--- config.mk ---
export PLATFORM = sky130hd
export DESIGN_NAME = mode_sched
export DESIGN_NICKNAME = d
export VERILOG_FILES = /design/src/rtl/sched_pkg.sv /design/src/rtl/mode_sched_rr_pick.sv /design/src/rtl/mode_sched.sv
export SDC_FILE = /design/constraint.sdc
export NUM_CORES = 1
export LEC_CHECK = 0
export CORE_MARGIN = 2
export CORE_UTILIZATION = 48
export CTS_CLUSTER_DIAMETER = 200
export DETAILED_ROUTE_END_ITERATION = 10
export GPL_TIMING_DRIVEN = 0
export PLACE_DENSITY_LB_ADDON = 0.3
export SKIP_LAST_GASP = 1
export SLEW_MARGIN = 5
export SYNTH_ARGS = -nofsm -noshare
export SYNTH_HDL_FRONTEND = slang
export SYNTH_SLANG_ARGS = --single-unit
--- constraint.sdc ---
create_clock -name clk -period 1.6 [get_ports clk]
set_input_delay 0.32 -clock clk [delete_from_list [all_inputs] [get_ports clk]]
set_output_delay 0.32 -clock clk [all_outputs]
set_load 0.01 [all_outputs]
--- src/rtl/sched_pkg.sv ---
// sched_pkg: shared types and defaults for the mode scheduler
package sched_pkg;
  typedef enum logic {done = 1'b0, start = 1'b1} mode_t;
  typedef enum logic [1:0] {IDLE, RUN, RELEASE} sched_state_t;
  localparam int TIMEOUT_DEF = 15;
endpackage

--- src/rtl/mode_sched_rr_pick.sv ---
// rr_pick: combinational round-robin winner select starting after last
module rr_pick #(
  parameter int NREQ = 4
) (
  input  logic [NREQ-1:0]         req,
  input  logic [$clog2(NREQ)-1:0] last,
  output logic [$clog2(NREQ)-1:0] winner,
  output logic                    valid
);
  localparam int W = $clog2(NREQ);
  logic [W-1:0] idx;
  logic found;
  always_comb begin
    winner = '0;
    idx = '0;
    found = 1'b0;
    for (int i = 1; i <= NREQ; i++) begin
      idx = W'((int'(last) + i) % NREQ);
      if (!found && req[idx]) begin
        winner = idx;
        found = 1'b1;
      end
    end
  end
  assign valid = |req;
endmodule

--- src/rtl/mode_sched.sv ---
// mode_sched: round-robin owner of a shared worker, driving its mode start->done
module mode_sched import sched_pkg::*; #(
  parameter int NREQ = 4,
  parameter int TIMEOUT = TIMEOUT_DEF
) (
  input  logic                    clk,
  input  logic                    rst_n,
  input  logic [NREQ-1:0]         req,
  input  logic                    wk_ack,
  output logic [NREQ-1:0]         grant,
  output logic [$clog2(NREQ)-1:0] owner,
  output mode_t                   mode,
  output logic                    job_done,
  output logic                    timeout_err,
  output logic                    idle
);
  localparam int W = $clog2(NREQ);
  localparam int CW = $clog2(TIMEOUT + 1);
  sched_state_t state, state_d;
  logic [NREQ-1:0] grant_d;
  logic [W-1:0] owner_d, last, last_d, winner;
  logic [CW-1:0] cnt, cnt_d;
  mode_t mode_d;
  logic job_done_d, timeout_err_d, valid;
  rr_pick #(.NREQ(NREQ)) u_pick (
    .req(req),
    .last(last),
    .winner(winner),
    .valid(valid)
  );
  always_comb begin
    state_d = state;
    grant_d = grant;
    owner_d = owner;
    last_d = last;
    mode_d = mode;
    cnt_d = cnt;
    job_done_d = 1'b0;
    timeout_err_d = 1'b0;
    case (state)
      IDLE: if (valid) begin
        state_d = RUN;
        grant_d = NREQ'(1) << winner;
        owner_d = winner;
        mode_d = start;
        cnt_d = '0;
      end
      RUN: begin
        cnt_d = cnt + CW'(1);
        // ack wins over a coincident timeout
        if (wk_ack || cnt == CW'(TIMEOUT - 1)) begin
          state_d = RELEASE;
          mode_d = done;
          job_done_d = wk_ack;
          timeout_err_d = !wk_ack;
        end
      end
      RELEASE: begin
        state_d = IDLE;
        grant_d = '0;
        last_d = owner;
      end
      default: state_d = IDLE;
    endcase
  end
  always_ff @(posedge clk) begin
    if (!rst_n) begin
      state <= IDLE;
      grant <= '0;
      owner <= '0;
      last <= W'(NREQ - 1);
      mode <= done;
      cnt <= '0;
      job_done <= 1'b0;
      timeout_err <= 1'b0;
    end else begin
      state <= state_d;
      grant <= grant_d;
      owner <= owner_d;
      last <= last_d;
      mode <= mode_d;
      cnt <= cnt_d;
      job_done <= job_done_d;
      timeout_err <= timeout_err_d;
    end
  end
  assign idle = state == IDLE;
endmodule

=== Yosys cells after proc, flatten, opt, wreduce, memory -nomap -nowiden ===
Cells that the tools add are included.

* Flip-flop bits (word level): 17
* Input port bits: 7

* $add $sub $neg: 5
* Magnitude comparators: 4
* Equal/unequal tests: 5
* Shift-type cells: 1
* Muxes and demuxes: 25
* Reductions and logical operators: 18

{| class="wikitable"
|+ Operator list
! kind !! count
|-
| 4-bit one-hot mux with 2 select lines || 2
|-
| 2-bit by 3-bit < comparator with 1-bit output (second input constant) || 4
|-
| 2-bit 2-to-1 mux || 6
|-
| 1-bit 2-to-1 mux || 9
|-
| 1-bit binary-select mux with 2-bit select || 4
|-
| 4-bit 2-to-1 mux || 2
|-
| 2-bit AND reduction || 4
|-
| 3-bit AND reduction || 2
|-
| 2-bit by 1-bit adder with 2-bit output (second input constant) || 2
|-
| 2-bit adder (second input constant) || 2
|-
| 4-bit by 1-bit adder with 4-bit output (second input constant) || 1
|-
| 4-bit == test (second input constant) || 1
|-
| 1-bit logical NOT || 4
|-
| 2-bit one-hot mux with 2 select lines || 1
|-
| 2-bit nonzero test || 2
|-
| 4-bit OR reduction || 1
|-
| 1-bit by 2-bit << shifter with 4-bit output (first input constant) || 1
|-
| 1-bit logical AND || 3
|-
| 2-bit by 1-bit == test with 1-bit output (second input constant) || 1
|-
| 2-bit == test (second input constant) || 1
|-
| 2-bit logical NOT || 1
|-
| 2-bit by 1-bit inequality test with 1-bit output (second input constant) || 1
|-
| 2-bit inequality test (second input constant) || 1
|-
| 1-bit one-hot mux with 2 select lines || 1
|-
| 1-bit logical OR || 1
|}

=== Logic depth before layout (Yosys ltp) ===
* Depth after elaboration: 16
* Gate-level depth with buffers: 5

=== Hierarchy ===
From an unflattened synthesis, not the netlist that was laid out.

* Cell total of the unflattened synthesis: 90
* Area, all modules: 764.5 um^2

{| class="wikitable"
|+ Modules (own cells, without submodules)
! module !! instances !! cells each !! area an instance (um^2) !! sequential area each (um^2)
|-
| mode_sched || 1 || 76 || 683.2 || 340.3
|-
| rr_pick || 1 || 14 || 81.3 || 0.0
|}

=== Worst setup path before layout ===
Ideal clock, no wire load.

* Kind: input-to-reg
* Start point: input req[0]
* End point: register grant[1]
* Data arrival time: 1045 ps
* Required time: 1471 ps
* Path slack: 426 ps
* Stages: 4
* Path buffers: 0
* Cell sequence: or2_0 > a311oi_2 > nand3b_1 > o21ai_1

* Word-level cells in the longest chain between the ends: 15
* Elaborated cells between the ends (all ways): 27
* Those cells by class: eq/ne (1); shift (1); mux (17); reduce/logical (8)

{| class="wikitable"
|+ RTL lines
! item !! line !! source
|-
| start: declaration || mode_sched.sv:8 || <nowiki>input logic [NREQ-1:0] req,</nowiki>
|-
| 1-bit binary-select mux with 2-bit select || mode_sched_rr_pick.sv:19 || <nowiki>if (!found && req[idx]) begin</nowiki>
|-
| 1-bit 2-to-1 mux (implied by the code) || mode_sched_rr_pick.sv:19 ||
|-
| 1-bit 2-to-1 mux || mode_sched_rr_pick.sv:19 ||
|-
| 1-bit logical NOT || mode_sched_rr_pick.sv:19 ||
|-
| 1-bit logical AND || mode_sched_rr_pick.sv:19 ||
|-
| 1-bit 2-to-1 mux || mode_sched_rr_pick.sv:19 ||
|-
| 1-bit logical NOT || mode_sched_rr_pick.sv:19 ||
|-
| 1-bit logical AND || mode_sched_rr_pick.sv:19 ||
|-
| 1-bit 2-to-1 mux || mode_sched_rr_pick.sv:19 ||
|-
| 1-bit logical NOT || mode_sched_rr_pick.sv:19 ||
|-
| 1-bit logical AND || mode_sched_rr_pick.sv:19 ||
|-
| 2-bit 2-to-1 mux || mode_sched_rr_pick.sv:19 ||
|-
| 1-bit by 2-bit << shifter with 4-bit output || mode_sched.sv:43 || <nowiki>grant_d = NREQ'(1) << winner;</nowiki>
|-
| 4-bit 2-to-1 mux || mode_sched.sv:41 || <nowiki>IDLE: if (valid) begin</nowiki>
|-
| 4-bit one-hot mux with 2 select lines || mode_sched.sv:40 || <nowiki>case (state)</nowiki>
|-
| end signal: assignment || mode_sched.sv:78 || <nowiki>grant <= grant_d;</nowiki>
|-
| end: declaration || mode_sched.sv:10 || <nowiki>output logic [NREQ-1:0] grant,</nowiki>
|}

Parallel ways exist; a longest one is shown, timed or not. The select of a mux whose other input is x is not followed.
A chain may end at the register's enable or synchronous reset.

=== Worst setup path after layout ===
* Start point: register owner[1]
* End point: output owner[1]

{| class="wikitable"
|+ RTL lines
! item !! line !! source
|-
| start: declaration || mode_sched.sv:11 || <nowiki>output logic [$clog2(NREQ)-1:0] owner,</nowiki>
|-
| start signal: assignment || mode_sched.sv:79 || <nowiki>owner <= owner_d;</nowiki>
|}

No word-level cell between the ends.

==> metrics.csv <==
stage;metric;value;unit
sta;finalSetupTns;0;ps
logic_synthesis;synth.distinct_cells;33;
logic_synthesis;netlist_instances;88;
route;wl_per_cell;12.29;um
finish;fin_area;978.4;um^2
logic_synthesis;yosysWarnings;0;
grt;grt_remaining_overflow;0;
critical_path;critPathBufInv;1;
finish;ff_latch_area;340.3;um^2
grt;use_met2;28.82;%
critical_path;r2r_setup_slack;280;ps
grt;grt_start_max_net_pins;11;
critical_path;cp-end-kind;output pin;
cts;post_cts_buffers;0;
logic_synthesis;ys_seq_elements;17;
grt;antenna_found_initial;0;
logic_synthesis;yosysSeqAreaShare;43.52;%
cts;cts.htree.levels;1;
grt;grt_pass1_vias;601;
min_path;hold_path_depth;3;
sta;slew_violations;0;
sta;max_freq;645.9;MHz
finish;mostFrequentLayoutCell;dfxtp_1;
critical_path;crit_chain;clkdlybuf4s50_1;
critical_path;rr_endpoint;grant[1];
route;drtPass1Iterations;3;
placed_design;dpl_cell_area;952.2;um^2
grt;grt_pass1_wl;2442;um
job;drv_cap;0;
floorplan;num_rows;14;
placed_design;dp_hpwl;1148;um
sta;rsz0062_at_grt;false;
logic_synthesis;synthArstFlopShare;0;%
logic_synthesis;syn_area_per_cell;8.886;um^2
finish;area_delta_synth_final;25.12;%
critical_path;rr_worst_depth;4;
floorplan;start_util;51.31;%
finish;drive_gt1_share;10.28;%
critical_path;crit_family;buffers and inverters;
critical_path;critPathKind;reg -> out;
finish;mostFrequentLayoutCells;dfxtp_1, clkdlybuf4s50_1, nand2_1, nor2_1, nand2b_1;
cts;cts_root_buf;clkbuf_4;
grt;track_usage;17.15;%
floorplan;die-area;0.001968;mm^2
route;drc;0;
route;routed_via_density;5.496;
power;p_per_area;891.0;mW/mm^2
route;num_vias;676;
logic_synthesis;syn-cell-area;782.0;um^2
cts;cts.clk_slew.worst_paths;100;ps
sta;min_period_over_period;96.77;%
finish;antenna_cells;0;
sta;finalCriticalPeriod;1548;ps
sta;fin_ws;51.67;ps
cts;worstSkewPairLatency;290;ps
finish;fin_nets;117;
critical_path;startpoint_type;flop;
sta;setup_viol;0;
cts;cts_buffers;3;
power;peakVddDrop;857.7;uV
critical_path;cp_max_fo;3;
min_path;hold_path.class;in -> reg;
power;leakage;0.3795;nW
finish;nFillCells;137;
grt;top_usage_layer;met2;
logic_synthesis;synth_edf_count;0;
critical_path;cp.arrival;1230;ps
route;routed_wl;1512;um
min_path;hold_end;state[1];
route;drtIter0Drc;5;
sta;slew_headroom;70.31;%
route;ant_nets;0;
placed_design;port_buffers;15;
cts;postCtsResizedCells;1;
sta;hold_ws;390.8;ps
sta;clock_skew;7.486;ps
grt;grtUsageMet1;20.10;%
finish;multi_input_area;415.4;um^2
critical_path;critPathSlowestCell;clkdlybuf4s50_1;
cts;ctsLongestPathBuffers;2;
cts;cts_sinks;17;
sta;hold_violations;0;
placed_design;place_ws;-219.8;ps
floorplan;die_height;44.36;um
min_path;holdCritStartpoint;rst_n;
floorplan;core;0.001524;mm^2
floorplan;die_w;44.36;um
critical_path;cp.required;1280;ps
cts;cts_hold_buf;0;
status;status;completed;
logic_synthesis;syn-num-nets;97;
cts;cts_tree;done;
critical_path;reg2reg_from;last[0];
placed_design;globalplace.congestion;0.7929;
grt;use_met3;6.531;%
critical_path;slowest_delay;550;ps
floorplan;io_pins;17;
logic_synthesis;synth_ff_type;dfxtp_1;
sta;tightest_slew;442.7;ps
## sequential cells by signal, indices dropped and copies added, names as in the netlist
signal       cells
cnt              4
grant            4
job_done         1
last             2
mode             1
owner            2
state            2
timeout_err      1
## stage by stage
stage | util [%] | total power [mW] | instances
after floorplan | - | 0.5762 | 88
after global placement | 62.48 | 0.6494 | 119
after detailed placement | 62.48 | 0.6539 | 119
after CTS | 64.20 | 0.8761 | 123
after global routing | 64.20 | 0.9116 | 123
final | 64.20 | 0.8718 | 123
## where the power goes
group          switching [mW]  internal (mW)  total (mW)
logic                  0.0891         0.0848       0.174
registers              0.0192          0.449       0.468
clock network           0.137         0.0931       0.230
## cells by family (layout without fill, tap and decap cells)
kind of cell | Yosys count | count (layout) | synth area share [%]
buffers and inverters | 6 | 25 | 3.361
and+or+nand+nor | 40 | 40 | 28.80
adders and majority gates | 2 | 2 | 3.199
DFF | 17 | 17 | 43.52
muxes | 2 | 2 | 2.560
xor gates and xnor gates | 1 | 1 | 1.120
AOI/OAI and AO/OA | 20 | 20 | 17.44
## metal layers
layer / vias to the layer above / routed length [um]
li1: 347 / -
met5: - / 0
met3: 2 / 60
met2: 10 / 725
met1: 317 / 712
met4: 0 / 12
## final cells by class
type | instances | share of cell area (%)
inverter | 2 | 0.7673
multi-input combinational | 65 | 42.46
timing repair buffer | 15 | 15.22
clock inverter | 1 | 0.5115
clock buffer | 3 | 2.302
buffer | 4 | 1.918
tap | 16 | 2.046
sequential | 17 | 34.78
## worst max-delay path by stage
stage                     slack, ps     start  depth (start not counted)        to
after floorplan                 430    req[0]                          4  grant[1]
final                            50  owner[1]                          1  owner[1]
after global placement         -180    req[3]                          6    cnt[3]
after CTS                        60  owner[1]                          1  owner[1]
after detailed placement       -220    req[1]                          5  grant[1]
after global routing             20  owner[0]                          1  owner[0]
## Yosys cell counts (2+ instances only)
master | number | area [um^2]
nand2_1 | 9 | 33.78
clkbuf_1 | 3 | 11.26
o21ai_1 | 5 | 25.02
dfxtp_1 | 17 | 340.3
mux2i_1 | 2 | 20.02
a21boi_1 | 3 | 22.52
o21ai_0 | 3 | 15.01
inv_1 | 2 | 7.510
ha_1 | 2 | 25.02
nand3_1 | 2 | 10.01
nand2b_1 | 6 | 37.54
nor2_1 | 6 | 22.52
a21oi_1 | 2 | 10.01
nand4_1 | 4 | 25.02
and3_1 | 2 | 12.51
nor3_1 | 3 | 15.01
(Power assumes the default switching activity.)
